## config.mk

```make
export PLATFORM = sky130hd
export DESIGN_NAME = control_unit_flat
export DESIGN_NICKNAME = d
export VERILOG_FILES = /design/src/rtl/control_unit_pkg.sv /design/src/rtl/control_unit_if.sv /design/src/rtl/control_unit_pc_counter.sv /design/src/rtl/control_unit.sv /design/src/flat_wrapper.sv
export SDC_FILE = /design/constraint.sdc
export NUM_CORES = 1
export LEC_CHECK = 0
export BUFFER_PORTS_ARGS = -buffer_cell sky130_fd_sc_hd__buf_2
export CAP_MARGIN = 5
export CORE_ASPECT_RATIO = 1.75
export CORE_MARGIN = 2
export CORE_UTILIZATION = 30
export CTS_BUF_LIST = sky130_fd_sc_hd__clkbuf_16
export DETAILED_ROUTE_END_ITERATION = 8
export PLACE_DENSITY = 0.6
export SYNTH_ARGS = -nofsm -noshare
export SYNTH_HDL_FRONTEND = slang
export SYNTH_SLANG_ARGS = --single-unit
```

## constraint.sdc

```tcl
create_clock -name Clock -period 2 [get_ports Clock]
set_clock_uncertainty 0.15 [all_clocks]
set_input_delay 0.1 -clock Clock [delete_from_list [all_inputs] [get_ports Clock]]
set_output_delay 0.1 -clock Clock [all_outputs]
set_load 0.01 [all_outputs]
```

## src/rtl/control_unit_pkg.sv

```systemverilog
// Shared opcode, ALU-select and FSM state definitions for the control unit.
// CU_SINGLE_STEP_EN adds the STEP_WAIT state encoding.
package cu_pkg;

  localparam logic [3:0] OP_NOOP  = 4'h0;
  localparam logic [3:0] OP_STORE = 4'h1;
  localparam logic [3:0] OP_LOAD  = 4'h2;
  localparam logic [3:0] OP_ADD   = 4'h3;
  localparam logic [3:0] OP_SUB   = 4'h4;
  localparam logic [3:0] OP_HALT  = 4'h5;

  localparam logic [2:0] ALU_PASS = 3'd0;
  localparam logic [2:0] ALU_ADD  = 3'd1;
  localparam logic [2:0] ALU_SUB  = 3'd2;

  // Encodings are visible on CurState, so they are pinned explicitly.
  typedef enum logic [3:0] {
    INIT   = 4'd0,
    FETCH  = 4'd1,
    DECODE = 4'd2,
    NOOP   = 4'd3,
    LOAD_A = 4'd4,
    LOAD_B = 4'd5,
    STORE  = 4'd6,
    ADD    = 4'd7,
    SUB    = 4'd8,
    HALT   = 4'd9
`ifdef CU_SINGLE_STEP_EN
    , STEP_WAIT = 4'd10
`endif
  } state_t;

  // Unassigned opcodes fall through to NOOP.
  function automatic state_t op_to_state(input logic [3:0] op);
    case (op)
      OP_STORE: return STORE;
      OP_LOAD:  return LOAD_A;
      OP_ADD:   return ADD;
      OP_SUB:   return SUB;
      OP_HALT:  return HALT;
      default:  return NOOP;
    endcase
  endfunction

endpackage

```

## src/rtl/control_unit_if.sv

```systemverilog
// Bundle between the control unit, the instruction ROM and the datapath.
// master = control unit side, slave = ROM/datapath side.
interface control_unit_if #(parameter int PC_W = 7);
  logic [15:0]     imData;
  logic [PC_W-1:0] imAddr;
  logic            imRdEn;
  logic            dmWriteEn;
  logic [7:0]      dmAddr;
  logic            MuxS;
  logic [3:0]      regAaddr;
  logic [3:0]      regBaddr;
  logic [3:0]      regWaddr;
  logic            regWriteEn;
  logic [2:0]      aluSel;
  logic [PC_W-1:0] PC;
  logic [3:0]      CurState;
  logic            Halted;

  modport master (
    input  imData,
    output imAddr, imRdEn, dmWriteEn, dmAddr, MuxS, regAaddr, regBaddr,
           regWaddr, regWriteEn, aluSel, PC, CurState, Halted
  );

  modport slave (
    output imData,
    input  imAddr, imRdEn, dmWriteEn, dmAddr, MuxS, regAaddr, regBaddr,
           regWaddr, regWriteEn, aluSel, PC, CurState, Halted
  );
endinterface

```

## src/rtl/control_unit_pc_counter.sv

```systemverilog
// Program counter: synchronous clear and increment enable, wraps silently.
module pc_counter #(
  parameter int PC_W = 7
) (
  input  logic            clk_i,
  input  logic            rst_ni,
  input  logic            clr_i,
  input  logic            inc_i,
  output logic [PC_W-1:0] pc_o
);

  logic [PC_W-1:0] pc_q, pc_d;

  always_comb begin
    pc_d = pc_q;
    if (clr_i)      pc_d = '0;
    else if (inc_i) pc_d = pc_q + PC_W'(1);
  end

  always_ff @(posedge clk_i) begin
    if (!rst_ni) pc_q <= '0;
    else         pc_q <= pc_d;
  end

  assign pc_o = pc_q;

endmodule

```

## src/rtl/control_unit.sv

```systemverilog
// Moore sequencing FSM for the six-instruction processor: fetch, decode, execute.
// Optional single-step mode: define CU_SINGLE_STEP_EN (adds Step port and STEP_WAIT).
//
// state     | meaning
// INIT      | clear PC, go fetch
// FETCH     | ROM read of address PC
// DECODE    | latch IR, PC+1, branch on opcode from ROM data
// NOOP      | no operation
// LOAD_A    | present memory address, wait for RAM latency
// LOAD_B    | write memory data into RF[Rd]
// STORE     | write RF[Ra] to memory
// ADD / SUB | RF[Rd] <= RF[Ra] +/- RF[Rb]
// HALT      | stop until reset
// STEP_WAIT | idle until Step (single-step build only)
module control_unit
  import cu_pkg::*;
#(
  parameter int PC_W = 7
) (
  input  logic Clock,
  input  logic ResetN,
`ifdef CU_SINGLE_STEP_EN
  input  logic Step,
`endif
  control_unit_if.master bus
);

`ifdef CU_SINGLE_STEP_EN
  localparam state_t EXEC_NEXT = STEP_WAIT;
`else
  localparam state_t EXEC_NEXT = FETCH;
`endif

  state_t          state_q, state_d;
  logic [11:0]     ir_q, ir_d;
  logic [PC_W-1:0] pc;

  pc_counter #(.PC_W(PC_W)) u_pc (
    .clk_i  (Clock),
    .rst_ni (ResetN),
    .clr_i  (state_q == INIT),
    .inc_i  (state_q == DECODE),
    .pc_o   (pc)
  );

  // The opcode steers the branch straight from ROM data, so only operands are kept.
  always_comb begin
    state_d = state_q;
    ir_d    = ir_q;
    case (state_q)
      INIT:   state_d = FETCH;
      FETCH:  state_d = DECODE;
      DECODE: begin
        ir_d    = bus.imData[11:0];
        state_d = op_to_state(bus.imData[15:12]);
      end
      LOAD_A: state_d = LOAD_B;
      LOAD_B, STORE, ADD, SUB, NOOP: state_d = EXEC_NEXT;
      HALT:   state_d = HALT;
`ifdef CU_SINGLE_STEP_EN
      STEP_WAIT: if (Step) state_d = FETCH;
`endif
      default: state_d = INIT;
    endcase
  end

  always_ff @(posedge Clock) begin
    if (!ResetN) begin
      state_q <= INIT;
      ir_q    <= '0;
    end else begin
      state_q <= state_d;
      ir_q    <= ir_d;
    end
  end

  logic       rd_en, dm_we, rf_we, mux_s, halted;
  logic [7:0] dm_addr;
  logic [3:0] ra, rb, rw;
  logic [2:0] alu;

  always_comb begin
    rd_en   = 1'b0;
    dm_we   = 1'b0;
    rf_we   = 1'b0;
    mux_s   = 1'b0;
    halted  = 1'b0;
    dm_addr = '0;
    ra      = '0;
    rb      = '0;
    rw      = '0;
    alu     = ALU_PASS;
    case (state_q)
      FETCH:  rd_en = 1'b1;
      LOAD_A: begin
        dm_addr = ir_q[11:4];
        mux_s   = 1'b1;
      end
      LOAD_B: begin
        dm_addr = ir_q[11:4];
        mux_s   = 1'b1;
        rw      = ir_q[3:0];
        rf_we   = 1'b1;
      end
      STORE: begin
        dm_addr = ir_q[11:4];
        ra      = ir_q[3:0];
        dm_we   = 1'b1;
      end
      ADD, SUB: begin
        ra    = ir_q[11:8];
        rb    = ir_q[7:4];
        rw    = ir_q[3:0];
        alu   = (state_q == ADD) ? ALU_ADD : ALU_SUB;
        rf_we = 1'b1;
      end
      HALT:    halted = 1'b1;
      default: ;
    endcase
  end

  // Strobes are masked while reset is low so nothing is written in the reset cycle.
  assign bus.imRdEn     = rd_en & ResetN;
  assign bus.dmWriteEn  = dm_we & ResetN;
  assign bus.regWriteEn = rf_we & ResetN;
  assign bus.imAddr     = pc;
  assign bus.PC         = pc;
  assign bus.dmAddr     = dm_addr;
  assign bus.MuxS       = mux_s;
  assign bus.regAaddr   = ra;
  assign bus.regBaddr   = rb;
  assign bus.regWaddr   = rw;
  assign bus.aluSel     = alu;
  assign bus.CurState   = state_q;
  assign bus.Halted     = halted;

endmodule

```

## src/flat_wrapper.sv

```systemverilog
// flat-port wrapper written by rule: the top's interface ports become plain ports
module control_unit_flat import cu_pkg::*;
#(
  parameter int PC_W = 7
)
  (Clock, ResetN, bus_imData, bus_imAddr, bus_imRdEn, bus_dmWriteEn, bus_dmAddr, bus_MuxS, bus_regAaddr, bus_regBaddr, bus_regWaddr, bus_regWriteEn, bus_aluSel, bus_PC, bus_CurState, bus_Halted);
  control_unit_if #(.PC_W(PC_W)) bus_i ();
  input  logic Clock;
  input  logic ResetN;
  input wire logic [$bits(bus_i.imData)-1:0] bus_imData;
  output wire logic [$bits(bus_i.imAddr)-1:0] bus_imAddr;
  output wire logic [$bits(bus_i.imRdEn)-1:0] bus_imRdEn;
  output wire logic [$bits(bus_i.dmWriteEn)-1:0] bus_dmWriteEn;
  output wire logic [$bits(bus_i.dmAddr)-1:0] bus_dmAddr;
  output wire logic [$bits(bus_i.MuxS)-1:0] bus_MuxS;
  output wire logic [$bits(bus_i.regAaddr)-1:0] bus_regAaddr;
  output wire logic [$bits(bus_i.regBaddr)-1:0] bus_regBaddr;
  output wire logic [$bits(bus_i.regWaddr)-1:0] bus_regWaddr;
  output wire logic [$bits(bus_i.regWriteEn)-1:0] bus_regWriteEn;
  output wire logic [$bits(bus_i.aluSel)-1:0] bus_aluSel;
  output wire logic [$bits(bus_i.PC)-1:0] bus_PC;
  output wire logic [$bits(bus_i.CurState)-1:0] bus_CurState;
  output wire logic [$bits(bus_i.Halted)-1:0] bus_Halted;
  assign bus_i.imData = bus_imData;
  assign bus_imAddr = bus_i.imAddr;
  assign bus_imRdEn = bus_i.imRdEn;
  assign bus_dmWriteEn = bus_i.dmWriteEn;
  assign bus_dmAddr = bus_i.dmAddr;
  assign bus_MuxS = bus_i.MuxS;
  assign bus_regAaddr = bus_i.regAaddr;
  assign bus_regBaddr = bus_i.regBaddr;
  assign bus_regWaddr = bus_i.regWaddr;
  assign bus_regWriteEn = bus_i.regWriteEn;
  assign bus_aluSel = bus_i.aluSel;
  assign bus_PC = bus_i.PC;
  assign bus_CurState = bus_i.CurState;
  assign bus_Halted = bus_i.Halted;
  control_unit #(.PC_W(PC_W)) u_core (.Clock(Clock), .ResetN(ResetN), .bus(bus_i));
endmodule
```

==> run_results.csv, run 1 <==
group,metric,value,unit
setup_path,end_kind,"output pin",
logic_synthesis,synth-seq-cells,23,
pwr,vdd_drop_max,426,uV
timing,finalCritPeriodShare,95.2,%
finish,antennaDiodeCount,0,
routing,drt_iter0_markers,12,
grt,grt_pass1_vias,1405,
setup_path,r2r_cells,4,
clock_network,clk_pin_slew_worst_paths,0.06,ns
setup_path,rrSetupSlack,0.14,ns
setup_path,reg2reg_to,"u_core.u_pc.pc_o[3]",
place,port_buffers,62,
timing,clock.fmax,525,MHz
grt,grt_antenna_before_repair,0,
routing,drcViolationCount,0,
place,hpwl,2.73,mm
floorplanning,dieArea,4880,um2
timing,post-route-min-period,1.90,ns
grt,gr-total-overflow,0,
grt,grt_max_degree,19,
clock_network,clk_path_buf_depth,2,
clock_network,cts_max_level,1,
pwr,p_per_area,582,nW/um2
finish,nets,258,
logic_synthesis,syn_nets,180,
logic_synthesis,syn-instance-count,161,
grt,track_usage,16.2,%
floorplanning,start_util,31.2,%
run,cap_violations,0,
logic_synthesis,yosysWarnings,0,
finish,drive_gt1_share,37.8,%
min_path,hold_path.class,"input port to flip-flop",
pwr,total_leakage_power,0.897,nW
clock_network,cts_tree,"built",
routing,viasPerCell,4.87,
timing,hold_violations,0,
timing,slew_violations,0,
routing,antenna_left,0,
setup_path,r2r_start,"u_core.bus.CurState[0]",
routing,drtPass1Iterations,4,
pwr,finalPower,1.11,mW
clock_network,cts_sinks,23,
place,gp_congestion,0.759,
finish,fillers,435,
grt,grt_first_pass_wirelength,6.15,mm
finish,area_delta_synth_final,46.6,%
setup_path,cp_max_fo,8,
outcome,status,"finished, final reports clean",
logic_synthesis,syn_area_per_cell,8.04,um2
clock_network,root_buffer,"clkbuf_16",
min_path,holdPathStages,3,
timing,finalSetupViolCount,0,
timing,rsz0062_at_grt,"false",
min_path,min_from,"bus_imData[15]",
floorplanning,fp-row-count,31,
setup_path,crit_required,1.75,ns
setup_path,critPathLaunch,"u_core.bus.CurState[1]",
routing,routed_wl,3.62,mm
floorplanning,coreArea,4150,um2
setup_path,crit_arrival,1.65,ns
routing,via_count,1397,
clock_network,cts_setup_buffers,0,
logic_synthesis,ys_types,37,
floorplanning,die_h,90.9,um
finish,mostFrequentLayoutCell,"buf_2",
min_path,min_to,"u_core.bus.CurState[2]",
floorplanning,fp.dieW,53.7,um
timing,tns,0,ns
logic_synthesis,yosysSeqAreaShare,35.6,%
finish,post-route-util,45.7,%
logic_synthesis,netlist_area,1290,um2
setup_path,worstSetupPathType,"flip-flop to output pin",
routing,wl_per_cell,12.6,um
finish,layout_common_cells,"buf_2, nand2_1, dfxtp_1",
clock_network,cts_made_buffers,3,
setup_path,cp-start-kind,"flip-flop",
floorplanning,io_pins,64,
clock_network,clock_latency,0.25,ns
==> layout make-up <==
class | count | area, um2 | area share (%)
clock buffer | 3 | 75.1 | 3.96
clock inverter | 1 | 3.75 | 0.198
inverter | 3 | 11.3 | 0.593
multi-input combinational | 119 | 741 | 39.0
sequential | 23 | 463 | 24.4
tap | 49 | 61.3 | 3.23
timing repair buffer | 89 | 543 | 28.6
==> cell families after synthesis <==
group / synth area share, %
other: 0.290
adders and majority gates: 0.966
xor gates and xnor gates: 1.35
DFF: 35.6
buffers and inverters: 8.12
AOI/OAI and AO/OA: 21.4
and+or+nand+nor: 32.4
==> metal layers <==
layer,vias to the layer above,part of all wire [%],global-route usage (%)
li1,699,-,-
met1,653,39,17.5
met4,0,0.61,4.49
met5,-,0,0
met2,43,55,29.9
met3,2,5.2,3.15
==> per-stage QoR <==
| step | cell area [um2] | cells | worst slack [ns] | hold WS (ns) |
|---|---|---|---|---|
| after floorplan | 1290 | 161 | 0.107 | 0.0848 |
| after global placement | 1690 | 271 | 0.158 | 0.202 |
| after detailed placement | 1690 | 271 | 0.143 | 0.205 |
| after CTS | 1890 | 287 | 0.0726 | 0.0220 |
| after global routing | 1900 | 287 | 0.0163 | 0.0353 |
| final | 1900 | 287 | 0.0968 | 0.0246 |
==> cell usage after synthesis <==
| library cell | instances | area [um2] |
|---|---|---|
| or4b_1 | 1 | 10.0 |
| nand2b_1 | 4 | 25.0 |
| a21oi_2 | 1 | 8.76 |
| nand3_1 | 3 | 15.0 |
| a22o_1 | 4 | 35.0 |
| or3b_2 | 1 | 8.76 |
| buf_2 | 3 | 15.0 |
| ha_1 | 1 | 12.5 |
| o311ai_0 | 1 | 8.76 |
| o311ai_1 | 1 | 8.76 |
| or4_4 | 1 | 11.3 |
| xor2_1 | 1 | 8.76 |
| and2_1 | 19 | 119 |
| inv_1 | 3 | 11.3 |
| clkbuf_1 | 5 | 18.8 |
| nor3_1 | 3 | 15.0 |
| a21boi_1 | 1 | 7.51 |
| o21ba_2 | 1 | 10.0 |
| nor2_1 | 5 | 18.8 |
| a21boi_0 | 11 | 82.6 |
| or4b_2 | 1 | 10.0 |
| or3_1 | 4 | 25.0 |
| nor4b_2 | 1 | 15.0 |
| o41a_1 | 1 | 11.3 |
| nor3b_1 | 1 | 7.51 |
| conb_1 | 1 | 3.75 |
| dfxtp_1 | 23 | 460 |
| a21oi_1 | 5 | 25.0 |
| buf_4 | 8 | 60.1 |
| o21ai_1 | 1 | 5.00 |
| nor4b_1 | 3 | 26.3 |
| o21ai_0 | 6 | 30.0 |
| nand2_1 | 30 | 113 |
| o41ai_1 | 3 | 26.3 |
| xnor2_1 | 1 | 8.76 |
| o211a_1 | 1 | 10.0 |
| a211oi_1 | 1 | 7.51 |
==> flip-flops by register name (all words and copies together), names as in the netlist <==
name,count
u_core.ir_q,12
u_core.u_pc.pc_o,7
u_core.bus.CurState,4
==> report_power, final <==
group / switching (mW) / internal [mW] / total (mW)
logic: 0.0934 / 0.0931 / 0.187
clock network: 0.156 / 0.266 / 0.422
registers: 0.0177 / 0.479 / 0.496
total: 0.267 / 0.838 / 1.11
==> worst max-delay path: stages (launching register included) <==
cell,delay (ns)
dfxtp_1,0.34
or4b_4,0.57
o21ai_2,0.07
buf_4,0.16
and2_1,0.14
buf_2,0.12
==> how the worst max path moves through the flow <==
stage,end,slack (ns),depth (start not counted)
6_report,bus_regBaddr[3],0.1,5
5_1_grt,bus_regAaddr[0],0.02,5
4_1_cts,bus_regWaddr[3],0.07,4
3_5_place_dp,u_core.u_pc.pc_o[4],0.14,4
3_3_place_gp,bus_regWaddr[3],0.16,4
2_1_floorplan,u_core.bus.CurState[2],0.11,5
==> what timing repair did <==
item                                    CTS  global route
hold endpoints to repair                 12             0
hold buffers                             12             0
endpoints found under the setup margin   13             9
resized for setup                         3             3
No activity file was read; power rests on OpenSTA's default activity.
==> run 2, diff against run 1 <==
--- a/config.mk
+++ b/config.mk
@@ -15,4 +15,5 @@
 export PLACE_DENSITY = 0.6
 export SYNTH_ARGS = -nofsm -noshare
 export SYNTH_HDL_FRONTEND = slang
+export SYNTH_HIERARCHICAL = 1
 export SYNTH_SLANG_ARGS = --single-unit
==> run 2 against run 1 <==
  * Global-route usage barely moved
  * Final cell count fell by 2.4%
  * Count of clock-buffer cells in the layout did not move
  * Worst setup slack improved by 0.056 ns
  * Total power fell by 0.82%
  * Sequential share of layout area rose by 0.68 points
  * Maximum frequency rose by 3.0%
  * Synthesized cell count fell by 0.62%
  * Wire length fell by 2.9%
  * Clock power rose by 1%
  * Critical path type unchanged
==> run_results.csv, run 2 <==
group,metric,value,unit
logic_synthesis,synth.most_common_cell,"nand2_1",
routing,viasPerCell,4.75,
routing,via_count,1329,
logic_synthesis,synth_commonest_cells,"nand2_1, dfxtp_1, and2_1",
timing,holdWs,0.0425,ns
run,cap_violations,0,
clock_network,cts_made_buffers,3,
logic_synthesis,yosysWarnings,6,
setup_path,cp_max_fo,11,
logic_synthesis,async_flop_share,0,%
clock_network,clk_path_buf_depth,2,
routing,drcViolationCount,0,
logic_synthesis,ys_types,36,
setup_path,worstSetupPathType,"flip-flop to output pin",
floorplanning,dieArea,4830,um2
floorplanning,fp.dieW,53.4,um
logic_synthesis,synth_edf_count,0,
pwr,total_leakage_power,0.869,nW
grt,grt_first_pass_wirelength,5.88,mm
logic_synthesis,netlist_area,1280,um2
grt,track_usage,16.2,%
floorplanning,coreArea,4110,um2
clock_network,clk_pin_slew_worst_paths,0.06,ns
finish,mostFrequentLayoutCell,"buf_2",
place,hpwl,2.59,mm
routing,wl_per_cell,12.6,um
grt,grt_max_degree,21,
routing,wl_met1,1.35,mm
clock_network,cts_tree,"built",
finish,top_register,"u_core/ir_q",
logic_synthesis,syn_nets,179,
routing,drt_iter0_markers,17,
finish,nets,251,
timing,rsz0062_at_grt,"false",
setup_path,cp-start-kind,"flip-flop",
floorplanning,fp-row-count,31,
setup_path,crit_required,1.75,ns
clock_network,cts_sinks,23,
timing,hold_violations,0,
place,port_buffers,62,
setup_path,end_kind,"output pin",
logic_synthesis,syn_area_per_cell,8.02,um2
logic_synthesis,synth-seq-cells,23,
finish,antennaDiodeCount,0,
logic_synthesis,synthFlopType,"dfxtp_1",
logic_synthesis,synth_top_area_share,35.9,%
timing,finalCritPeriodShare,92.4,%
timing,post-route-min-period,1.85,ns
floorplanning,start_util,31.2,%
outcome,status,"finished, final reports clean",
clock_network,cts_setup_buffers,0,
clock_network,clock_latency,0.26,ns
place,gp_congestion,0.768,
logic_synthesis,syn-instance-count,160,
timing,slew_violations,0,
min_path,hold_path.class,"input port to flip-flop",
routing,wl_met3,176,um
routing,drtPass1Iterations,4,
pwr,p_per_area,595,nW/um2
grt,grt_pass1_vias,1228,
finish,drive_gt1_share,34.6,%
logic_synthesis,yosysTopAreaCell,"dfxtp_1",
pwr,vdd_drop_max,593,uV
routing,routed_wl,3.52,mm
routing,wl_met2,1.93,mm
grt,grt_antenna_before_repair,0,
floorplanning,io_pins,64,
logic_synthesis,yosysSeqAreaShare,35.9,%
finish,layout_common_cells,"buf_2, nand2_1, dfxtp_1",
finish,largest_reg_flops,12,
routing,antenna_left,0,
timing,tns,0,ns
routing,route.top_layer_used,"met4",
timing,finalSetupViolCount,0,
timing,clock.fmax,541,MHz
logic_synthesis,synth_area_leaders,"dfxtp_1, and2_1, nand2_1",
floorplanning,die_h,90.5,um
setup_path,crit_arrival,1.60,ns
clock_network,root_buffer,"clkbuf_16",
finish,area_delta_synth_final,43.6,%
clock_network,cts_max_level,1,
grt,gr-total-overflow,0,
run 2: cell types whose count changed after synthesis, sizes merged, moves of 3 or more:
cell | before | now
xor2 | 1 | 4
nor2b | 0 | 3
nor2 | 5 | 12
nor3 | 3 | 0
nand3 | 3 | 0
o41ai | 3 | 0
run 2: layout make-up:
class | count | area [um2]
fillers | 446 | 2270
multi-input cells | 120 | 741
repair buffers | 82 | 490
flip-flops and latches | 23 | 462
clock buffers | 3 | 75.1
well taps | 49 | 61.3
inverters | 2 | 7.51
clock inverters | 1 | 5.00
run 2: report_power, final:
group	switching (mW)	leakage [nW]	total, mW	internal, mW
Combinational	0.0935	0.641	0.177	0.0832
Sequential	0.0137	0.187	0.492	0.479
Clock	0.158	0.0409	0.427	0.269
Total	0.266	0.869	1.10	0.830
run 2: metal layers:
metal,up-vias,global-route usage (%)
met5,-,0
met4,0,6.41
met3,5,3.81
met2,31,27.6
met1,619,18.6
li1,674,-
run 2: cell families (layout without fill, tap and decap cells):
| group | after synthesis | count (layout) | share of synthesized area, % |
|---|---|---|---|
| adder cells (fa/ha/maj) | 1 | 1 | 0.975 |
| AND/OR/NAND/NOR | 81 | 81 | 33.8 |
| other | 1 | 1 | 0.292 |
| buffers and inverters | 17 | 88 | 7.90 |
| multiplexers | 1 | 1 | 0.781 |
| flip-flops | 23 | 23 | 35.9 |
| AO/OA/AOI/OAI | 31 | 31 | 17.0 |
| XOR/XNOR | 5 | 5 | 3.41 |
run 2: timing repair:
item,4_1_cts,5_1_grt
endpoints found under the hold margin,12,0
setup endpoints to repair,8,7
hold buffers,12,0
resized for setup,1,2
pin swaps,0,0
run 2: path summary, 6_finish.rpt:
check                          from                endpoint  slack, ns  depth (start not counted)
max reg2reg  u_core/bus.CurState[2]     u_core/u_pc/pc_o[6]       0.20                          5
min reg2reg          u_core/ir_q[4]          u_core/ir_q[4]       0.31                          2
min                  bus_imData[15]  u_core/bus.CurState[2]       0.04                          4
max          u_core/bus.CurState[3]         bus_regAaddr[2]       0.15                          6
run 2: worst max-delay path: stages (launching register included):
cell and delay (ns):
dfxtp_1 0.31, buf_4 0.16, nand2b_2 0.24, nor3b_1 0.21, buf_4 0.16, a22o_1 0.13
buf_2 0.12
run 2: per-stage QoR:
step	total power, mW	setup slack, ns	util [%]	cells	cell area, um2
2_1_floorplan	0.598	0.0294	-	160	1290
3_3_place_gp	0.658	0.215	39.4	264	1620
3_5_place_dp	0.659	0.205	39.4	264	1620
4_1_cts	1.11	0.0911	44.4	280	1830
5_1_grt	1.16	0.0205	44.8	280	1840
6_report	1.10	0.153	44.8	280	1840
